### config.mk
export PLATFORM = sky130hd
export DESIGN_NAME = serdesphy_cdr_nco
export DESIGN_NICKNAME = d
export VERILOG_FILES = /design/src/rtl/serdesphy_cdr_pkg.sv /design/src/rtl/serdesphy_nco_slew.sv /design/src/rtl/serdesphy_cdr_nco.sv
export SDC_FILE = /design/constraint.sdc
export NUM_CORES = 1
export LEC_CHECK = 0
export ABC_AREA = 1
export CORE_UTILIZATION = 55
export CTS_CLUSTER_DIAMETER = 40
export DETAILED_ROUTE_END_ITERATION = 12
export PLACE_DENSITY_LB_ADDON = 0.25
export SLEW_MARGIN = 30
export SYNTH_ARGS = -nofsm -noshare
export SYNTH_HDL_FRONTEND = slang
export SYNTH_SLANG_ARGS = --single-unit
### constraint.sdc
create_clock -name clk -period 2.7 [get_ports clk]
set_input_delay 0.54 -clock clk [delete_from_list [all_inputs] [get_ports clk]]
set_output_delay 0.54 -clock clk [all_outputs]
set_load 0.05 [all_outputs]
### src/rtl/serdesphy_cdr_pkg.sv
// rtl/serdesphy_cdr_pkg.sv - shared NCO state encoding, default FCW constants and clamp helper
package serdesphy_cdr_pkg;

    typedef enum logic [1:0] {
        ST_OFF    = 2'd0,
        ST_SETTLE = 2'd1,
        ST_RUN    = 2'd2
    } nco_state_e;

    localparam logic [23:0] DEF_CENTER_FCW = 24'h400000;
    localparam logic [23:0] DEF_STEP_FCW   = 24'h000100;
    localparam logic [23:0] DEF_FCW_MIN    = 24'h200000;
    localparam logic [23:0] DEF_FCW_MAX    = 24'h600000;
    localparam logic [23:0] DEF_SLEW_STEP  = 24'h000400;
    localparam logic [23:0] DEF_RELOCK_THR = 24'h002000;

    // Wide signed clamp so both RX and TX NCOs can reuse it regardless of ACC_W.
    function automatic logic signed [63:0] clamp_s64(
        input logic signed [63:0] v,
        input logic signed [63:0] lo,
        input logic signed [63:0] hi
    );
        return (v < lo) ? lo : ((v > hi) ? hi : v);
    endfunction

endpackage

### src/rtl/serdesphy_nco_slew.sv
// rtl/serdesphy_nco_slew.sv - control-word target register, clamp and slew-limited FCW
module serdesphy_nco_slew
    import serdesphy_cdr_pkg::*;
#(
    parameter int              ACC_W      = 24,
    parameter int              CTRL_W     = 8,
    parameter logic [ACC_W-1:0] CENTER_FCW = DEF_CENTER_FCW,
    parameter logic [ACC_W-1:0] STEP_FCW   = DEF_STEP_FCW,
    parameter logic [ACC_W-1:0] FCW_MIN    = DEF_FCW_MIN,
    parameter logic [ACC_W-1:0] FCW_MAX    = DEF_FCW_MAX,
    parameter logic [ACC_W-1:0] SLEW_STEP  = DEF_SLEW_STEP,
    parameter logic [ACC_W-1:0] RELOCK_THR = DEF_RELOCK_THR
) (
    input  logic              clk,
    input  logic              rst,
    input  logic              clear_i,
    input  logic              load_i,
    input  logic [CTRL_W-1:0] ctrl_i,
    output logic [ACC_W-1:0]  fcw_o,
    output logic              far_o
);

    localparam int WIDE = ACC_W + CTRL_W + 1;
    localparam int MID  = 2 ** (CTRL_W - 1);

    logic [ACC_W-1:0]       target_q, target_d;
    logic [ACC_W-1:0]       fcw_q, fcw_d;
    logic signed [WIDE-1:0] code_off;
    logic signed [WIDE-1:0] target_wide;
    logic [ACC_W-1:0]       target_clamped;
    logic [ACC_W-1:0]       diff_up, diff_dn, diff_abs;

    always_comb begin
        code_off       = $signed(WIDE'(ctrl_i)) - $signed(WIDE'(MID));
        target_wide    = $signed(WIDE'(CENTER_FCW)) + code_off * $signed(WIDE'(STEP_FCW));
        target_clamped = ACC_W'(clamp_s64(64'(target_wide),
                                          $signed(64'(FCW_MIN)),
                                          $signed(64'(FCW_MAX))));

        target_d = target_q;
        if (clear_i) begin
            target_d = CENTER_FCW;
        end else if (load_i) begin
            target_d = target_clamped;
        end

        diff_up  = target_q - fcw_q;
        diff_dn  = fcw_q - target_q;
        diff_abs = (target_q >= fcw_q) ? diff_up : diff_dn;

        // Step by at most SLEW_STEP, landing exactly on target when within reach.
        fcw_d = fcw_q;
        if (clear_i) begin
            fcw_d = CENTER_FCW;
        end else if (target_q > fcw_q) begin
            fcw_d = (diff_up > SLEW_STEP) ? fcw_q + SLEW_STEP : target_q;
        end else if (target_q < fcw_q) begin
            fcw_d = (diff_dn > SLEW_STEP) ? fcw_q - SLEW_STEP : target_q;
        end

        far_o = (diff_abs > RELOCK_THR);
    end

    always_ff @(posedge clk or posedge rst) begin
        if (rst) begin
            target_q <= CENTER_FCW;
            fcw_q    <= CENTER_FCW;
        end else begin
            target_q <= target_d;
            fcw_q    <= fcw_d;
        end
    end

    assign fcw_o = fcw_q;

endmodule

### src/rtl/serdesphy_cdr_nco.sv
// rtl/serdesphy_cdr_nco.sv - CDR NCO: phase accumulator, multi-phase taps, tick detect, lock FSM
module serdesphy_cdr_nco
    import serdesphy_cdr_pkg::*;
#(
    parameter int               ACC_W       = 24,
    parameter int               CTRL_W      = 8,
    parameter logic [ACC_W-1:0] CENTER_FCW  = DEF_CENTER_FCW,
    parameter logic [ACC_W-1:0] STEP_FCW    = DEF_STEP_FCW,
    parameter logic [ACC_W-1:0] FCW_MIN     = DEF_FCW_MIN,
    parameter logic [ACC_W-1:0] FCW_MAX     = DEF_FCW_MAX,
    parameter logic [ACC_W-1:0] SLEW_STEP   = DEF_SLEW_STEP,
    parameter int               LOCK_CYCLES = 50,
    parameter logic [ACC_W-1:0] RELOCK_THR  = DEF_RELOCK_THR,
    parameter int               NUM_PHASES  = 4
) (
    input  logic                  clk,
    input  logic                  rst,
    input  logic                  enable,
    input  logic                  ctrl_valid,
    input  logic [CTRL_W-1:0]     cdr_control,
    output logic                  vco_out,
    output logic [NUM_PHASES-1:0] vco_phases,
    output logic                  vco_tick,
    output logic                  vco_ready,
    output logic [ACC_W-1:0]      fcw_out
);

    localparam int               CNT_W   = $clog2(LOCK_CYCLES + 1);
    localparam logic [CNT_W-1:0] LOCK_N  = CNT_W'(LOCK_CYCLES);
    localparam logic [ACC_W-1:0] PH_STEP = ACC_W'(1) << (ACC_W - $clog2(NUM_PHASES));

    nco_state_e            state_q, state_d;
    logic [CNT_W-1:0]      cnt_q, cnt_d, cnt_inc;
    logic [ACC_W-1:0]      acc_q, acc_d;
    logic [ACC_W-1:0]      tap;
    logic [NUM_PHASES-1:0] phases_q, phases_d;
    logic                  tick_q, tick_d;
    logic                  ready_q, ready_d;
    logic [ACC_W-1:0]      fcw;
    logic                  far;

    serdesphy_nco_slew #(
        .ACC_W      (ACC_W),
        .CTRL_W     (CTRL_W),
        .CENTER_FCW (CENTER_FCW),
        .STEP_FCW   (STEP_FCW),
        .FCW_MIN    (FCW_MIN),
        .FCW_MAX    (FCW_MAX),
        .SLEW_STEP  (SLEW_STEP),
        .RELOCK_THR (RELOCK_THR)
    ) u_slew (
        .clk     (clk),
        .rst     (rst),
        .clear_i (~enable),
        .load_i  (ctrl_valid),
        .ctrl_i  (cdr_control),
        .fcw_o   (fcw),
        .far_o   (far)
    );

    always_comb begin
        state_d = state_q;
        cnt_d   = cnt_q;
        cnt_inc = (tick_q && (cnt_q != LOCK_N)) ? cnt_q + CNT_W'(1) : cnt_q;

        case (state_q)
            ST_OFF: begin
                cnt_d = '0;
                if (enable) state_d = ST_SETTLE;
            end
            ST_SETTLE: begin
                // The current tick is folded into the count before the lock compare.
                cnt_d = cnt_inc;
                if ((cnt_inc == LOCK_N) && !far) state_d = ST_RUN;
            end
            ST_RUN: begin
                cnt_d = '0;
                if (far) state_d = ST_SETTLE;
            end
            default: begin
                state_d = ST_OFF;
                cnt_d   = '0;
            end
        endcase

        if (!enable) begin
            state_d = ST_OFF;
            cnt_d   = '0;
        end
    end

    always_comb begin
        acc_d = acc_q;
        if (!enable) begin
            acc_d = '0;
        end else if (state_q != ST_OFF) begin
            acc_d = acc_q + fcw;
        end

        phases_d = '0;
        tap      = '0;
        if (state_d != ST_OFF) begin
            for (int k = 0; k < NUM_PHASES; k++) begin
                tap         = acc_d - ACC_W'(k) * PH_STEP;
                phases_d[k] = tap[ACC_W-1];
            end
        end

        tick_d  = phases_d[0] & ~phases_q[0];
        ready_d = (state_d == ST_RUN);
    end

    always_ff @(posedge clk or posedge rst) begin
        if (rst) begin
            state_q  <= ST_OFF;
            cnt_q    <= '0;
            acc_q    <= '0;
            phases_q <= '0;
            tick_q   <= 1'b0;
            ready_q  <= 1'b0;
        end else begin
            state_q  <= state_d;
            cnt_q    <= cnt_d;
            acc_q    <= acc_d;
            phases_q <= phases_d;
            tick_q   <= tick_d;
            ready_q  <= ready_d;
        end
    end

    assign vco_out    = phases_q[0];
    assign vco_phases = phases_q;
    assign vco_tick   = tick_q;
    assign vco_ready  = ready_q;
    assign fcw_out    = fcw;

endmodule

==> results.txt <==
Walking the worst path, the cells encountered are buf_6 -> clkinvlp_4 -> buf_12 -> ha_4 -> inv_1 -> nand2_1 -> nand2_1 -> nand2_1 -> a21oi_2 -> nand2_1 -> nand2_2 -> nand3_2 -> nor2_4 -> buf_4 -> nand3_2 -> nand2_1 -> nand3_1 -> nand3_1 -> nand2_1. The number of failing hold endpoints at the final stage was 0; the number of placement rows was 37. The layout has 840 filler cells.

The netlist uses 46 different library cells. After synthesis, flip-flops and latches occupy 23.0% of the total area. The total number of yosys warnings is 0, and the number of global-route vias before repair is 5630. The critical path start-end classification was reg -> reg. The number of DRC violations after detailed routing was 0; the setup TNS was -0.0755 ns. Port buffering added 34 buffers. 43 I/O pins were placed. After technology mapping, the gate count stands at 937.

STA classifies the critical path endpoint as a flop. Portion of the clock cycle consumed by the worst path in the final layout: 102%. Overall power consumption after layout is estimated at 8.14 mW. The critical path contains buffers and inverters numbering 5 combined. The worst path needs 2.75 ns of the cycle, external delays included. For this design, the slowest cell found on the critical path is sky130_fd_sc_hd__dfrtp_2.

For this run, the top clock speed supported by timing is 364 MHz. The routed design has 18500 um of wire. Clock-pin slew was measured on the worst setup and hold paths at 0.10 ns. The first-pass GRT wire length came out at 26600 um. The average instance in the mapped netlist occupies 6.41 um^2.

The data required time at the worst endpoint is 2.91 ns. STA classifies the critical path startpoint as a flop. The detailed-route vias per instance is 5.55. Worst hold path class: reg -> reg. The predominant post-synthesis flop cell is sky130_fd_sc_hd__dfrtp_1. In the final routed layout, each cell accounts on average for 15.7 um. TritonCTS built the clock tree.

For this configuration, the core starts out at a cell density of 57.4%. The longest clock path from root to sink contains 2 buffers. The family of cells with the greatest summed delay on the critical path is simple AND/OR/NAND/NOR gates. In this run the worst path has a maximum fanout of 7. The flow ran to the end, but the final reports show violations. The tree is rooted in a sky130_fd_sc_hd__clkbuf_8.

Global routing finished with a remaining overflow of 0. Dividing total power by cell area gives a power density of 1060 nW/um^2. In this run the cell area of the synthesized design comes to 6000 um^2. Before antenna repair, the detailed router went through 5 iterations.

The pin count of the biggest net entering global routing was 24. Peak ir drop on the vdd network: 0.541 mV. The tools report the final antenna diode count as 0. Across every metal layer, demand over resource in global routing totals 29.6%. Area added between synthesis and finish: 27.5%. Leaving out fill and tap cells, the most frequent cell in the layout is sky130_fd_sc_hd__nand2_1.

The total setup violations reported at the end of the flow is 4, and the die extent in y is 106 um. The number of flip-flops and latches in the synthesized netlist came out at 55. The final route contains 6534 vias. For the number of max-slew violations in the final report, the log shows 0.

The core region is 10500 um^2. Width of the chip: 106 um. After legalization and detailed placement, the total HPWL measured 13300 um. Across all register-to-register paths, the minimum setup slack is -0.05 ns.

Relative max-transition margin: 52.1%. Across the routed clock network, the largest skew measured is 0.00972 ns. Setup repair after global routing could not meet its margin everywhere.

In the layout the commonest cells are sky130_fd_sc_hd__nand2_1 (277), sky130_fd_sc_hd__inv_1 (128), sky130_fd_sc_hd__nand3_1 (107). The proportion of register bits with asynchronous set or reset after synthesis is 100%. For this run, the post-layout net count is 1104. The run gives 1.02 as the weighted congestion at the end of routability-driven global placement. Across the run, the number of max-cap violations was 0. The analysis attributes to cell leakage a power of 3.88 nW.

The die area is 11300 um^2, and the latest clock arrival within the worst-skew pair is 0.32 ns. Fraction of layout cells with a size suffix above 1: 22.4%. The synthesized design contains 0 enable-type register cells. The number of antenna violations at the first check in global routing was 0. The detail route stage leaves a number of antenna-violating nets equal to 0.

The worst stage delay on the critical path came out at 0.44 ns. The logs give 2.96 ns for the arrival time reported for the critical path endpoint and 5 for the number of buffers created by CTS. The final reports fail on setup timing.

The H-tree generated during clock tree synthesis spans 2 levels. The tools report the count of routing violations after the opening detailed-route iteration as 530. Once placement finished, the instance area stood at 6860 um^2. For the pin with the worst max-slew slack, the measured transition is 0.710 ns. The clock drives 55 sinks. The slack of the critical path was -0.0488 ns; the number of buffers inserted by hold repair at cts was 0. Counting stages on the worst path, the most repeated cell is sky130_fd_sc_hd__nand2_1. Final non-filler cell area: 7660 um^2.
[metal layers]
layer,vias to the layer above,GRT usage [%],wire [um]
li1,3163,-,-
met5,-,0,0
met1,3030,39.1,7760
met2,277,51.6,8950
met4,0,8.32,639
met3,64,2.45,1200
[report_power, final]
part | total [mW] | leakage (nW) | switching (mW) | internal, mW
Sequential | 1.09 | 0.708 | 0.0947 | 0.999
Clock | 0.665 | 0.0644 | 0.295 | 0.370
Combinational | 6.38 | 3.11 | 4.00 | 2.38
[per-stage QoR]
step / setup slack, ns / hold WS [ns] / instances / util [%]
floorplan: 0.00693 / 0.440 / 944 / -
global placement: 0.0195 / 0.458 / 1148 / 65.6
detailed placement: -0.0420 / 0.465 / 1148 / 65.6
CTS: 0.0114 / 0.482 / 1158 / 67.3
global route: -0.146 / 0.516 / 1178 / 73.2
finish: -0.0488 / 0.490 / 1178 / 73.2
[worst register-to-register path, cell delays in order, from the launching register on]
cell,delay (ns)
sky130_fd_sc_hd__dfrtp_2,0.44
sky130_fd_sc_hd__buf_6,0.16
sky130_fd_sc_hd__clkinvlp_4,0.13
sky130_fd_sc_hd__buf_12,0.17
sky130_fd_sc_hd__ha_4,0.17
sky130_fd_sc_hd__inv_1,0.09
sky130_fd_sc_hd__nand2_1,0.10
sky130_fd_sc_hd__nand2_1,0.07
sky130_fd_sc_hd__nand2_1,0.09
sky130_fd_sc_hd__a21oi_2,0.17
sky130_fd_sc_hd__nand2_1,0.08
sky130_fd_sc_hd__nand2_2,0.07
sky130_fd_sc_hd__nand3_2,0.09
sky130_fd_sc_hd__nor2_4,0.17
sky130_fd_sc_hd__buf_4,0.15
sky130_fd_sc_hd__nand3_2,0.11
sky130_fd_sc_hd__nand2_1,0.10
sky130_fd_sc_hd__nand3_1,0.10
sky130_fd_sc_hd__nand3_1,0.10
sky130_fd_sc_hd__nand2_1,0.06
[synthesized netlist by cell type, types with 3 or more instances]
cell                       number  area share (%)
sky130_fd_sc_hd__ha_1          50              10
sky130_fd_sc_hd__nand4_1       20             2.1
sky130_fd_sc_hd__buf_4         11             1.4
sky130_fd_sc_hd__xor2_1        38             5.5
sky130_fd_sc_hd__o21ai_0       30             2.5
sky130_fd_sc_hd__inv_1        136             8.5
sky130_fd_sc_hd__nor2_1        41             2.6
sky130_fd_sc_hd__nand2_1      294              18
sky130_fd_sc_hd__buf_2          6            0.50
sky130_fd_sc_hd__nor2_2         9            0.94
sky130_fd_sc_hd__clkbuf_1       7            0.44
sky130_fd_sc_hd__inv_2         10            0.63
sky130_fd_sc_hd__and2_1         5            0.52
sky130_fd_sc_hd__nand3_1      110             9.2
sky130_fd_sc_hd__a21oi_1       37             3.1
sky130_fd_sc_hd__dfrtp_1       53              22
sky130_fd_sc_hd__o21ai_1        3            0.25
sky130_fd_sc_hd__nor3_1         9            0.75
sky130_fd_sc_hd__or2_2          5            0.52
sky130_fd_sc_hd__xnor2_1        7             1.0
sky130_fd_sc_hd__nor3_2         3            0.50
sky130_fd_sc_hd__nor2_4         7             1.3
sky130_fd_sc_hd__nand2_2       14             1.5
[final cells by class]
type	instances	area [um^2]	area share (%)
Clock inverter	3	67.6	0.882
Tap cell	136	170	2.22
Inverter	147	556	7.26
Clock buffer	5	68.8	0.899
Sequential cell	55	1400	18.3
Multi-Input combinational cell	717	4400	57.5
Timing Repair Buffer	115	986	12.9
[kinds of logic after synthesis]
family                     share of synthesized area [%]
AOI/OAI and AO/OA                                   7.61
DFF                                                 23.0
and+or+nand+nor                                     40.2
xor gates and xnor gates                            6.57
other                                             0.0625
adders and majority gates                           10.8
buffers and inverters                               11.9
[what timing repair did]
item                       in CTS  in global routing
resized for setup               7                108
setup buffers                   2                 18
setup endpoints to repair       9                 23
cloned                          0                  2
pin swaps                       0                 21
[sequential cells by signal (all words and copies together), names as in the netlist]
| register | cells |
|---|---|
| acc_q | 16 |
| u_slew.fcw_o | 16 |
| u_slew.target_q | 9 |
| cnt_q | 6 |
| vco_phases | 4 |
| state_q | 2 |
| vco_ready | 1 |
| vco_tick | 1 |
[final timing paths]
kind / start / depth (start not counted) / endpoint
max: u_slew.target_q[21]$_DFFE_PP0P_ / 19 / u_slew.fcw_o[10]$_DFFE_PP0P_
min: state_q[0]$_DFF_PP0_ / 1 / state_q[0]$_DFF_PP0_
max reg2reg: u_slew.target_q[21]$_DFFE_PP0P_ / 19 / u_slew.fcw_o[10]$_DFFE_PP0P_
min reg2reg: state_q[0]$_DFF_PP0_ / 1 / state_q[0]$_DFF_PP0_
max in group asynchronous: rst / 3 / u_slew.target_q[22]$_DFFE_PP1P_
min in group asynchronous: rst / 2 / acc_q[21]$_DFFE_PP0P_
No activity file was read; power rests on OpenSTA's default activity.
==> patch, RTL diff (same flow settings) <==
Change the parameter `NUM_PHASES` from 4 to 2.
--- a/src/rtl/serdesphy_cdr_nco.sv
+++ b/src/rtl/serdesphy_cdr_nco.sv
@@ -12,5 +12,5 @@
     parameter int               LOCK_CYCLES = 50,
     parameter logic [ACC_W-1:0] RELOCK_THR  = DEF_RELOCK_THR,
-    parameter int               NUM_PHASES  = 4
+    parameter int               NUM_PHASES  = 2
 ) (
     input  logic                  clk,
Ports: changed (resized vco_phases); port bits go from 43 to 41. The function was not compared with the original's and may differ.
==> patch against the unedited design <==
Power decreased by 10%; critical endpoint is now u_slew.fcw_o[8]$_DFFE_PP0P_; design area fell by 7.8%; synthesized area shrank 3.4%; highest routed layer unchanged; largest power group unchanged; sequential cell count down 2; sequential power fell by 6%; wire length decreased by 12%; largest cell class unchanged; sequential share of layout area grew 0.74 points; clock power fell by 24%; global-route usage about the same; worst setup slack better by 0.16 ns; critical path type unchanged.
==> patch: results (changes against the unedited design) <==
metric,value,unit,change
H-tree depth,2,,unchanged
DP Worst Slack,-0.0233,ns,+0.0188 ns
Max stage delay on crit path,0.44,ns,about the same
synth unique cells,44,,-4.3%
gp weighted congestion,1.00,,-1.3%
Longest Clk Path Bufs,2,,unchanged
CP Max Fanout,6,,-1
detailed router's first-iteration violation count,408,,-23%
worst vdd ir,0.000483,V,-11%
clock-pin slew on the worst setup and hold paths,0.11,ns,
layout cells sized above 1,18.3,%,-4.1 points
I/O Buffers,32,,-5.9%
number of diodes,0,,unchanged
first-pass GRT wire length,26.1,mm,-1.6%
sequential fraction of the synthesis area,22.9,%,-0.045 points
synth top area cells,"dfrtp_1 (22%), nand2_1 (19%), ha_1 (11%), inv_1 (8.8%), nand3_1 (7.1%)",,
Slowest cell on crit path,dfrtp_2,,
Ys Warns,0,,unchanged
initial antenna violation count,0,,unchanged
Overall Global Routing Usage,29.6,%,+0.046 points
critical path's top delay family,simple AND/OR/NAND/NOR gates,,
Post-synth ARST share,100,%,unchanged
First-pass DRT Iterations,5,,unchanged
Worst Hold Class,reg2reg,,
root buffer cell,clkbuf_8,,
Via density,5.29,,-4.6%
"top cells by count, synth","nand2_1 (293), inv_1 (136), nand3_1 (82)",,
synthesized instance count,913,,-2.6%
multiplexer area fraction after synthesis,0,%,unchanged
DP HPWL,12.7,mm,-4.5%
Inserted Clock Buffers,5,,unchanged
insertion delay to the later sink of the worst-skew pair,0.32,ns,about the same
Leak Pwr,3.72,nW,-4.0%
vias in the first global route,5503,,-2.3%
Compound-Gate Fraction of Synth Area,7.90,%,+0.29 points
Post-synth EDFFs,0,,unchanged
largest net degree at the start of global routing,21,,-13%
status,"complete, no violations",,
Routed WL,16.2,mm,-12%
Worst Skew,0.0131,ns,+0.00336 ns
Slew HR,51.5,%,-0.67 points
via count,5966,,-8.7%
drt drc,0,,unchanged
XOR/XNOR Fraction of Synth Area,6.19,%,-0.37 points
Post-Synth Adder-Cell Area,11.1,%,+0.38 points
Layout Nets,1053,,-4.6%
CP arrival,2.81,ns,-0.15 ns
Placed Instance Area,6530,µm²,-4.8%
patch: what timing repair did:
action | 4_1_cts | 5_1_grt
setup buffers | 0 | 9
setup endpoints to repair | 11 | 22
gates resized for setup | 1 | 78
pin swaps | 0 | 11
cloned | 0 | 0
patch: layout make-up:
cell class | count | area (µm²)
clock inverters | 2 | 17.5
well taps | 136 | 170
fillers | 893 | 3220
clock buffers | 6 | 82.6
inverters | 152 | 574
multi-input cells | 687 | 4090
flip-flops and latches | 53 | 1350
repair buffers | 91 | 774
patch: worst paths after layout:
| check | startpoint | to | slack, ns | cells past startpoint |
|---|---|---|---|---|
| worst max-delay path | u_slew.target_q[21]$_DFFE_PP0P_ | u_slew.fcw_o[8]$_DFFE_PP0P_ | 0.11 | 19 |
| worst min-delay path | vco_phases[0]$_DFF_PP0_ | vco_tick$_DFF_PP0_ | 0.48 | 1 |
| worst max register to register | u_slew.target_q[21]$_DFFE_PP0P_ | u_slew.fcw_o[8]$_DFFE_PP0P_ | 0.11 | 19 |
| worst min register to register | vco_phases[0]$_DFF_PP0_ | vco_tick$_DFF_PP0_ | 0.48 | 1 |
| max in group asynchronous | rst | u_slew.fcw_o[14]$_DFFE_PP0P_ | 1.55 | 3 |
| min in group asynchronous | rst | cnt_q[3]$_DFF_PP0_ | 0.51 | 2 |
patch: metal layers:
layer / share of wire (%) / vias up / GRT usage [%]
met5: 0 / - / 0
met4: 3.8 / 0 / 13.5
met3: 4.7 / 54 / 2.93
met2: 47 / 191 / 48.9
met1: 44 / 2721 / 39.1
li1: - / 3000 / -
patch: where the power goes:
part | internal, mW | switching [mW] | total [mW]
Sequential | 0.951 | 0.0819 | 1.03
Clock | 0.214 | 0.289 | 0.503
Combinational | 2.10 | 3.65 | 5.75
